==> config.mk <==
export PLATFORM = sky130hd
export DESIGN_NAME = if_stage_flat
export DESIGN_NICKNAME = d
export VERILOG_FILES = /design/src/rtl/if_stage_if.sv /design/src/rtl/if_stage.sv /design/src/flat_wrapper.sv
export SDC_FILE = /design/constraint.sdc
export NUM_CORES = 1
export LEC_CHECK = 0
export BUFFER_PORTS_ARGS = -buffer_cell sky130_fd_sc_hd__buf_4
export CORE_AREA = 5 5 150 124
export CTS_BUF_LIST = sky130_fd_sc_hd__clkbuf_4 sky130_fd_sc_hd__clkbuf_8
export DETAILED_ROUTE_END_ITERATION = 16
export DIE_AREA = 0 0 155 129
export PLACE_DENSITY_LB_ADDON = 0.1
export SLEW_MARGIN = 10
export SYNTH_ARGS = -nofsm -noshare
export SYNTH_HDL_FRONTEND = slang
export SYNTH_SLANG_ARGS = --single-unit
export TNS_END_PERCENT = 30
==> constraint.sdc <==
create_clock -name clk -period 3.2 [get_ports clk]
set_clock_uncertainty 0.05 [all_clocks]
set_input_delay 0.32 -clock clk [delete_from_list [all_inputs] [get_ports clk]]
set_output_delay 0.32 -clock clk [all_outputs]
set_load 0.05 [all_outputs]
==> src/rtl/if_stage_if.sv <==
// Instruction-memory request/response bus between the fetch stage and instruction memory.
// Single outstanding request: im_req/im_addr hold until im_ack returns im_rdata.
interface if_stage_if;
    logic        im_req;
    logic [31:0] im_addr;
    logic        im_ack;
    logic [31:0] im_rdata;

    modport master (
        output im_req,
        output im_addr,
        input  im_ack,
        input  im_rdata
    );

    modport slave (
        input  im_req,
        input  im_addr,
        output im_ack,
        output im_rdata
    );
endinterface

==> src/rtl/if_stage.sv <==
// MIPS instruction-fetch stage with IF/ID pipeline register, a one-entry return buffer for
// stalls, and delayed-branch redirect handling (one architectural delay slot).
module if_stage #(
    parameter logic [31:0] PC_RESET  = 32'h0000_3000,
    parameter logic [31:0] NOP_INSTR = 32'h0000_0000
) (
    input  logic        clk,
    input  logic        reset_n,
    input  logic        Stall,
    input  logic        NPC_Sel,
    input  logic [31:0] NPC_Target,
    if_stage_if.master  im,
    output logic [31:0] Instr_ID,
    output logic [31:0] PC_ID,
    output logic [31:0] PC8_ID,
    output logic        Valid_ID
);

    typedef enum logic [0:0] {StReq, StFull} state_e;

    state_e      state_q;
    logic        im_req_q;
    logic [31:0] fetch_pc_q;
    logic        pend_valid_q;
    logic [31:0] pend_target_q;
    logic [31:0] buf_instr_q;
    logic [31:0] buf_pc_q;
    logic [31:0] instr_id_q;
    logic [31:0] pc_id_q;
    logic        valid_id_q;

    logic        adv;
    logic        ack;
    logic        redirect;
    logic [31:0] target;
    logic [31:0] seq_pc;
    logic [31:0] nxt_pc;

    assign adv      = ~Stall;
    // Acks are only meaningful while our request is on the bus; this also drops a stale
    // ack that arrives just after reset.
    assign ack      = im_req_q & im.im_ack;
    assign redirect = NPC_Sel & valid_id_q & adv;
    assign target   = NPC_Target & 32'hFFFF_FFFC;
    assign seq_pc   = fetch_pc_q + 32'd4;

    // A redirect coinciding with the delay-slot ack bypasses the pending register.
    always_comb begin
        if (redirect) begin
            nxt_pc = target;
        end else if (pend_valid_q) begin
            nxt_pc = pend_target_q;
        end else begin
            nxt_pc = seq_pc;
        end
    end

    always_ff @(posedge clk or negedge reset_n) begin
        if (!reset_n) begin
            state_q       <= StReq;
            im_req_q      <= 1'b0;
            fetch_pc_q    <= PC_RESET;
            pend_valid_q  <= 1'b0;
            pend_target_q <= PC_RESET;
            buf_instr_q   <= NOP_INSTR;
            buf_pc_q      <= PC_RESET;
            instr_id_q    <= NOP_INSTR;
            pc_id_q       <= PC_RESET;
            valid_id_q    <= 1'b0;
        end else begin
            unique case (state_q)
                StReq: begin
                    if (ack) begin
                        fetch_pc_q   <= nxt_pc;
                        pend_valid_q <= 1'b0;
                        if (adv) begin
                            instr_id_q <= im.im_rdata;
                            pc_id_q    <= fetch_pc_q;
                            valid_id_q <= 1'b1;
                        end else begin
                            buf_instr_q <= im.im_rdata;
                            buf_pc_q    <= fetch_pc_q;
                            state_q     <= StFull;
                            im_req_q    <= 1'b0;
                        end
                    end else begin
                        im_req_q <= 1'b1;
                        // Delay slot still in flight: remember where to go after it.
                        if (redirect) begin
                            pend_target_q <= target;
                            pend_valid_q  <= 1'b1;
                        end
                        if (adv) begin
                            instr_id_q <= NOP_INSTR;
                            valid_id_q <= 1'b0;
                        end
                    end
                end
                StFull: begin
                    if (adv) begin
                        instr_id_q <= buf_instr_q;
                        pc_id_q    <= buf_pc_q;
                        valid_id_q <= 1'b1;
                        state_q    <= StReq;
                        im_req_q   <= 1'b1;
                        // Delay slot already buffered, so the target is the very next fetch.
                        if (redirect) begin
                            fetch_pc_q <= target;
                        end
                    end
                end
                default: begin
                    state_q <= StReq;
                end
            endcase
        end
    end

    assign im.im_req  = im_req_q;
    assign im.im_addr = fetch_pc_q;

    assign Instr_ID = instr_id_q;
    assign PC_ID    = pc_id_q;
    assign PC8_ID   = pc_id_q + 32'd8;
    assign Valid_ID = valid_id_q;

endmodule

==> src/flat_wrapper.sv <==
// flat-port wrapper written by rule: the top's interface ports become plain ports
module if_stage_flat 
#(
    parameter logic [31:0] PC_RESET  = 32'h0000_3000,
    parameter logic [31:0] NOP_INSTR = 32'h0000_0000
)
  (clk, reset_n, Stall, NPC_Sel, NPC_Target, Instr_ID, PC_ID, PC8_ID, Valid_ID, im_im_req, im_im_addr, im_im_ack, im_im_rdata);
  if_stage_if im_i ();
  input  logic clk;
  input  logic reset_n;
  input  logic Stall;
  input  logic NPC_Sel;
  input  logic [31:0] NPC_Target;
  output logic [31:0] Instr_ID;
  output logic [31:0] PC_ID;
  output logic [31:0] PC8_ID;
  output logic Valid_ID;
  output wire logic [$bits(im_i.im_req)-1:0] im_im_req;
  output wire logic [$bits(im_i.im_addr)-1:0] im_im_addr;
  input wire logic [$bits(im_i.im_ack)-1:0] im_im_ack;
  input wire logic [$bits(im_i.im_rdata)-1:0] im_im_rdata;
  assign im_im_req = im_i.im_req;
  assign im_im_addr = im_i.im_addr;
  assign im_i.im_ack = im_im_ack;
  assign im_i.im_rdata = im_im_rdata;
  if_stage #(.PC_RESET(PC_RESET), .NOP_INSTR(NOP_INSTR)) u_core (.clk(clk), .reset_n(reset_n), .Stall(Stall), .NPC_Sel(NPC_Sel), .NPC_Target(NPC_Target), .im(im_i), .Instr_ID(Instr_ID), .PC_ID(PC_ID), .PC8_ID(PC8_ID), .Valid_ID(Valid_ID));
endmodule
[After elaboration in Yosys (flattened, before gate mapping)]
Index checks and enable logic that the tools add are counted.
Cells by class
  add/sub/neg operators: 2
  equality and inequality tests: 6
  multiplexer cells: 28
  bitwise operators: 6
  reduce and logical (&&, ||, !) cells: 8
Operator list (number)
  $mux 32: 12
  $pmux 32 s2: 3
  $add 32x3->32 const B: 1
  $add 32x4->32 const B: 1
  $reduce_and 3->1: 4
  $mux 1: 10
  $ne 2x2->1 const B: 3
  $pmux 1 s2: 3
  $reduce_and 2->1: 3
  $and 1x1->1: 3
  $ne 3x2->1 const B: 1
  $ne 3x3->1 const B: 1
  $not 1->1: 3
  $ne 2x1->1 const B: 1
  $reduce_bool 2->1: 1
Storage, ports and cells
  flip-flop bits (word level): 194
  input bits: 69
  output and inout bits: 130
  word-level logic and storage cells: 60

[Logic depth before layout (Yosys ltp)]
  depth in word-level cells: 5
  mapped depth: 8
  gate-level depth less buffers: 6

[Worst setup path before layout]
No wires, ideal clock.
  path type: register -> output
  from: reg u_core.pc_id_q[3] (netlist: u_core.PC_ID[3])
  to: out PC8_ID[31]
  arrival time: 2.963 ns
  required time: 2.830 ns
  path slack: -0.133 ns
  stages on the path, launching flop included: 7
  buffers on the path: 0
  cell sequence: dfrtp_1 > ha_1 > nand2_1 > nor4_1 > and4_1 > nand4_1 > xnor2_1
Between the ends
  cells in the longest elaborated chain, start to end: 1
RTL lines
  start, declared: RTL line if_stage.sv:29  | logic [31:0] pc_id_q;
  start signal, assigned: RTL line if_stage.sv:78  | pc_id_q <= fetch_pc_q;
  start signal, assigned: RTL line if_stage.sv:102  | pc_id_q <= buf_pc_q;
  $add 32x4->32: RTL line if_stage.sv:124  | assign PC8_ID = pc_id_q + 32'd8;
  end, declared: RTL line flat_wrapper.sv:16  | output logic [31:0] PC8_ID;
Every way passes these cells.

[Worst setup path in the final report]
Ends and elaborated chain as after synthesis.

==> flow_results.org <==
** Outcome
- The run finished with clean final reports.

** Clocking
- Clock tree synthesis inserted a total of 17 buffers.
- TritonCTS built the clock tree.
- CTS Root Cell :: sky130_fd_sc_hd__clkbuf_8
- After clock tree synthesis, the clock-pin slew on the worst setup and hold paths is 0.09 ns.
- Once the clock tree was built, the setup fixing pass inserted 0 buffers.
- Post-CTS resize count :: 0
- The H-tree generated during clock tree synthesis spans 4 levels.
- Counting along the longest clock path gives a buffer depth of 2.
- Clock latency on the worst-skew pair, taken at its later pin, is 0.45 ns.
- Clock tree synthesis found a total of 188 sinks.

** Yosys
- Distinct cell type count of the synthesized netlist :: 59
- Flip-flop and latch count after synthesis :: 188
- Proportion of synthesized flip-flops having asynchronous set or reset :: 100%
- Yosys printed 0 warnings.
- Top_reg_cell synth :: sky130_fd_sc_hd__dfrtp_1
- The synthesized netlist occupies a cell area of 9110 sq um.
- Post-synth EDFFs :: 0
- Of the synthesized area, sequential elements account for 51.8%.
- Gate count of the mapped netlist :: 846
- Synthesized area per cell :: 10.8 sq um

** Power
- Net switching is 45.3% of the power.
- Sequential group share of total power :: 39.9%
- Net Switching :: 4.59 mW
- Pint :: 5.53 mW
- The design draws 10.1 mW.
- For this design the ratio of total power to cell area is 909 nW/um^2.
- VDD sags by at most 0.000510 V.
- Power share of the clock group :: 16.0%
- The analysis attributes to cell leakage a power of 5.03 nW.
- Combinational logic burns 44.1% of the power.

** Critical path
- The slowest stage of the critical path is the sky130_fd_sc_hd__dfrtp_1 cell.
- Ordered cell list for the critical path :: ha_1 > nand2_1 > nor4_1 > buf_4 > and4_1 > nand4_1 > xnor2_2 > buf_4
- Count of cell instances traversed by the critical path :: 8
- Worst setup path startpoint :: u_core.PC_ID[3]
- Data required time at the worst endpoint :: 2.83 ns
- Category of the worst setup path capture point :: output pin
- On the worst path, the slowest cell contributes a delay of 0.46 ns.
- Origin of the critical flop-to-flop path :: u_core.state_q
- Worst setup path class :: register to output pin
- For the worst flop-to-flop path, the logic depth is 7.
- STA classifies the critical path startpoint as a register.
- Counting both buffers and inverters, the worst setup path holds a total of 2.
- In this run the worst path has a maximum fanout of 7.
- STA puts the critical path data arrival time at 2.51 ns.
- Reg2Reg Capture Point :: u_core.im.im_addr[20]
- The most critical setup path has its endpoint at PC8_ID[31].
- Family with the most delay on the worst path :: simple AND/OR/NAND/NOR gates
- Counting stages on the worst path, the most repeated cell is sky130_fd_sc_hd__buf_4.
- Reg-to-reg setup timing slack :: 0.83 ns

** Finish
- The net count of the finished layout is 1095.
- Cells fill 65.7% of the core in the end.
- In the final layout, the share of cells above drive strength 1 is 34.4%.
- Most frequent cells in the layout :: 215 x sky130_fd_sc_hd__buf_4, 179 x sky130_fd_sc_hd__dfrtp_1, 113 x sky130_fd_sc_hd__nand2_1
- Filler instances :: 1386
- Inserted Diodes :: 0
- The library cell used most frequently in the layout, excluding fill and tap cells, is sky130_fd_sc_hd__buf_4.
- Area growth, synth to finish :: 22.3%

** Floorplanning
- The floorplan has 43 rows.
- Placeable Area :: 16900 sq um
- Floorplan die height :: 129 microns
- Area enclosed by the die boundary :: 20000 sq um
- Starting Density :: 53.8%
- During I/O placement, the number of pins put on the boundary was 199.
- Chip Width :: 155 microns

** Global routing
- Number of antenna violations at the first check in global routing :: 0
- The first global-routing pass estimated 36500 microns of wire.
- Global routing finished with a remaining overflow of 0.
- Global routing used 22.8% of the available tracks.
- Via count of the first global-routing pass :: 6705
- Entering global routing, the biggest net connects 97 pins.

** Timing
- Time the worst path needs with I/O delays and setup :: 2.88 ns
- Of the available clock period, the critical path in the final layout requires 90.0%.
- Total count of max-transition violations in the final report :: 0
- Headroom to the max-slew limit came out at 48.8%.
- Setup repair after global routing left no endpoint under its margin.
- The final number of hold-violating endpoints was 0.
- Setup Viol. Count Final :: 0
- For this run, the top clock speed supported by timing is 347 MHz.
- Measured slew at the worst slew-check pin :: 0.768 ns
- Hold is met by 0.0522 ns.

** Route
- Average wire per cell in the routed design :: 17.6 microns
- Summing over every cut layer, the via total after detailed routing is 7070.
- DRC violations left :: 0
- Routed via count divided by cell count :: 5.60
- First-pass DRT Iterations :: 5
- The first routing iteration left 483 violations.
- Once detail routing completed, the nets flagged for antenna violations numbered 0.
- Wire length reported by the detailed router :: 22200 microns

** Min path
- In this run the worst hold path is classified as primary input to register.

** Place
- The count of buffers added on input and output ports is 190.
- The wire-length estimate of the detail-placed layout is 15600 microns.
- Weighted congestion reported at the end of routability-driven placement :: 0.827

** Flow run
- Max-cap violations in this run came to 0.
## per-stage QoR
stage | cells | instance area (sq um) | TNS (ns) | worst slack (ns)
final | 1262 | 11100 | 0 | 0.321
after global routing | 1262 | 11100 | 0 | 0.118
after CTS | 1262 | 11100 | 0 | 0.269
after detailed placement | 1229 | 10700 | 0 | 0.784
after global placement | 1229 | 10700 | 0 | 0.757
after floorplan | 851 | 9140 | -0.124 | -0.0778
## Yosys cell counts (all sizes together), types with 2 or more instances
master,number,area share [%]
o31ai,7,0.58
xor2,19,1.8
a221o,5,0.56
dfstp,8,2.3
dfrtp,180,49
o311a,3,0.33
a211oi,6,0.49
and2,3,0.21
nor3,12,0.78
nand2,114,4.7
nand4,14,0.96
nor4,6,0.58
and3b,2,0.19
and3,9,0.63
mux2,90,11
buf,20,1.4
a22oi,44,3.6
o211ai,13,1.1
ha,2,0.27
clkbuf,43,2.4
mux2i,32,3.5
nand3,25,1.4
a21o,2,0.16
or2,3,0.21
a31oi,2,0.14
xnor2,25,2.4
nor2,34,1.4
a21oi,21,1.2
inv,6,0.25
o21ai,74,4.1
a2bb2oi,2,0.19
or3,4,0.27
o21a,2,0.16
## timing repair
action | 4_1_cts | 5_1_grt
hold buffers | 1 | 0
setup endpoints to repair | 0 | 0
endpoints found under the hold margin | 85 | 0
## per-layer routing
metal,routed length [microns],vias up,track usage [%]
met5,0,-,0
met4,257,0,5.40
met3,1570,18,5.04
met2,9650,223,33.2
met1,10800,3444,34.9
li1,-,3385,-
## power by group through the flow
stage          clock, mW  combinational, mW  sequential (mW)
2_1_floorplan          0               2.08             5.03
3_3_place_gp           0               4.44             4.03
3_5_place_dp           0               4.50             4.07
4_1_cts             1.65               4.51             4.02
5_1_grt             1.75               4.77             4.18
6_report            1.61               4.47             4.04
## flip-flops by register name, summed over array words and instances (netlist names), 30 cells and up
register,flops
u_core.PC_ID,30
u_core.im.im_addr,30
u_core.buf_instr_q,32
u_core.buf_pc_q,30
u_core.pend_target_q,30
u_core.Instr_ID,32
## area by class of cell
type,instances,area [sq um],area share [%]
Clock buffer,23,304,2.73
Timing Repair Buffer,218,1660,14.9
Clock inverter,9,111,1.00
Inverter,7,26.3,0.236
Tap cell,225,282,2.53
Sequential cell,188,4720,42.4
Multi-Input combinational cell,592,4040,36.3
## worst reg2reg max path, stage by stage, from the launching register on
cell and delay [ns]:
sky130_fd_sc_hd__dfrtp_4 0.72, sky130_fd_sc_hd__and3b_1 0.29, sky130_fd_sc_hd__a21oi_2 0.11, sky130_fd_sc_hd__buf_4 0.21
sky130_fd_sc_hd__nor2_1 0.06, sky130_fd_sc_hd__buf_4 0.21, sky130_fd_sc_hd__a22o_1 0.25, sky130_fd_sc_hd__or3_1 0.35
## kinds of logic (layout without fill, tap and decap cells)
| family | count (synthesis) | after routing | synth area share (%) |
|---|---|---|---|
| fa+ha+maj | 2 | 2 | 0.275 |
| buf+inv | 71 | 257 | 4.22 |
| compound gates | 188 | 188 | 13.2 |
| simple gates | 230 | 230 | 11.6 |
| flops | 188 | 188 | 51.8 |
| other cells | 1 | 6 | 0.0412 |
| mux | 122 | 122 | 14.6 |
| xor+xnor | 44 | 44 | 4.23 |
## worst min path at each step
stage	from	to	slack (ns)	cells past startpoint
2_1_floorplan	reset_n	u_core.Instr_ID[0]	-0.03	0
3_3_place_gp	reset_n	u_core.pend_target_q[3]	0.40	1
3_5_place_dp	reset_n	u_core.pend_target_q[3]	0.40	1
4_1_cts	im_im_rdata[5]	u_core.buf_instr_q[5]	0.03	2
5_1_grt	im_im_rdata[23]	u_core.buf_instr_q[23]	0.02	2
6_report	im_im_rdata[8]	u_core.buf_instr_q[8]	0.05	2
Note: power is estimated with default switching activity, not from simulation.
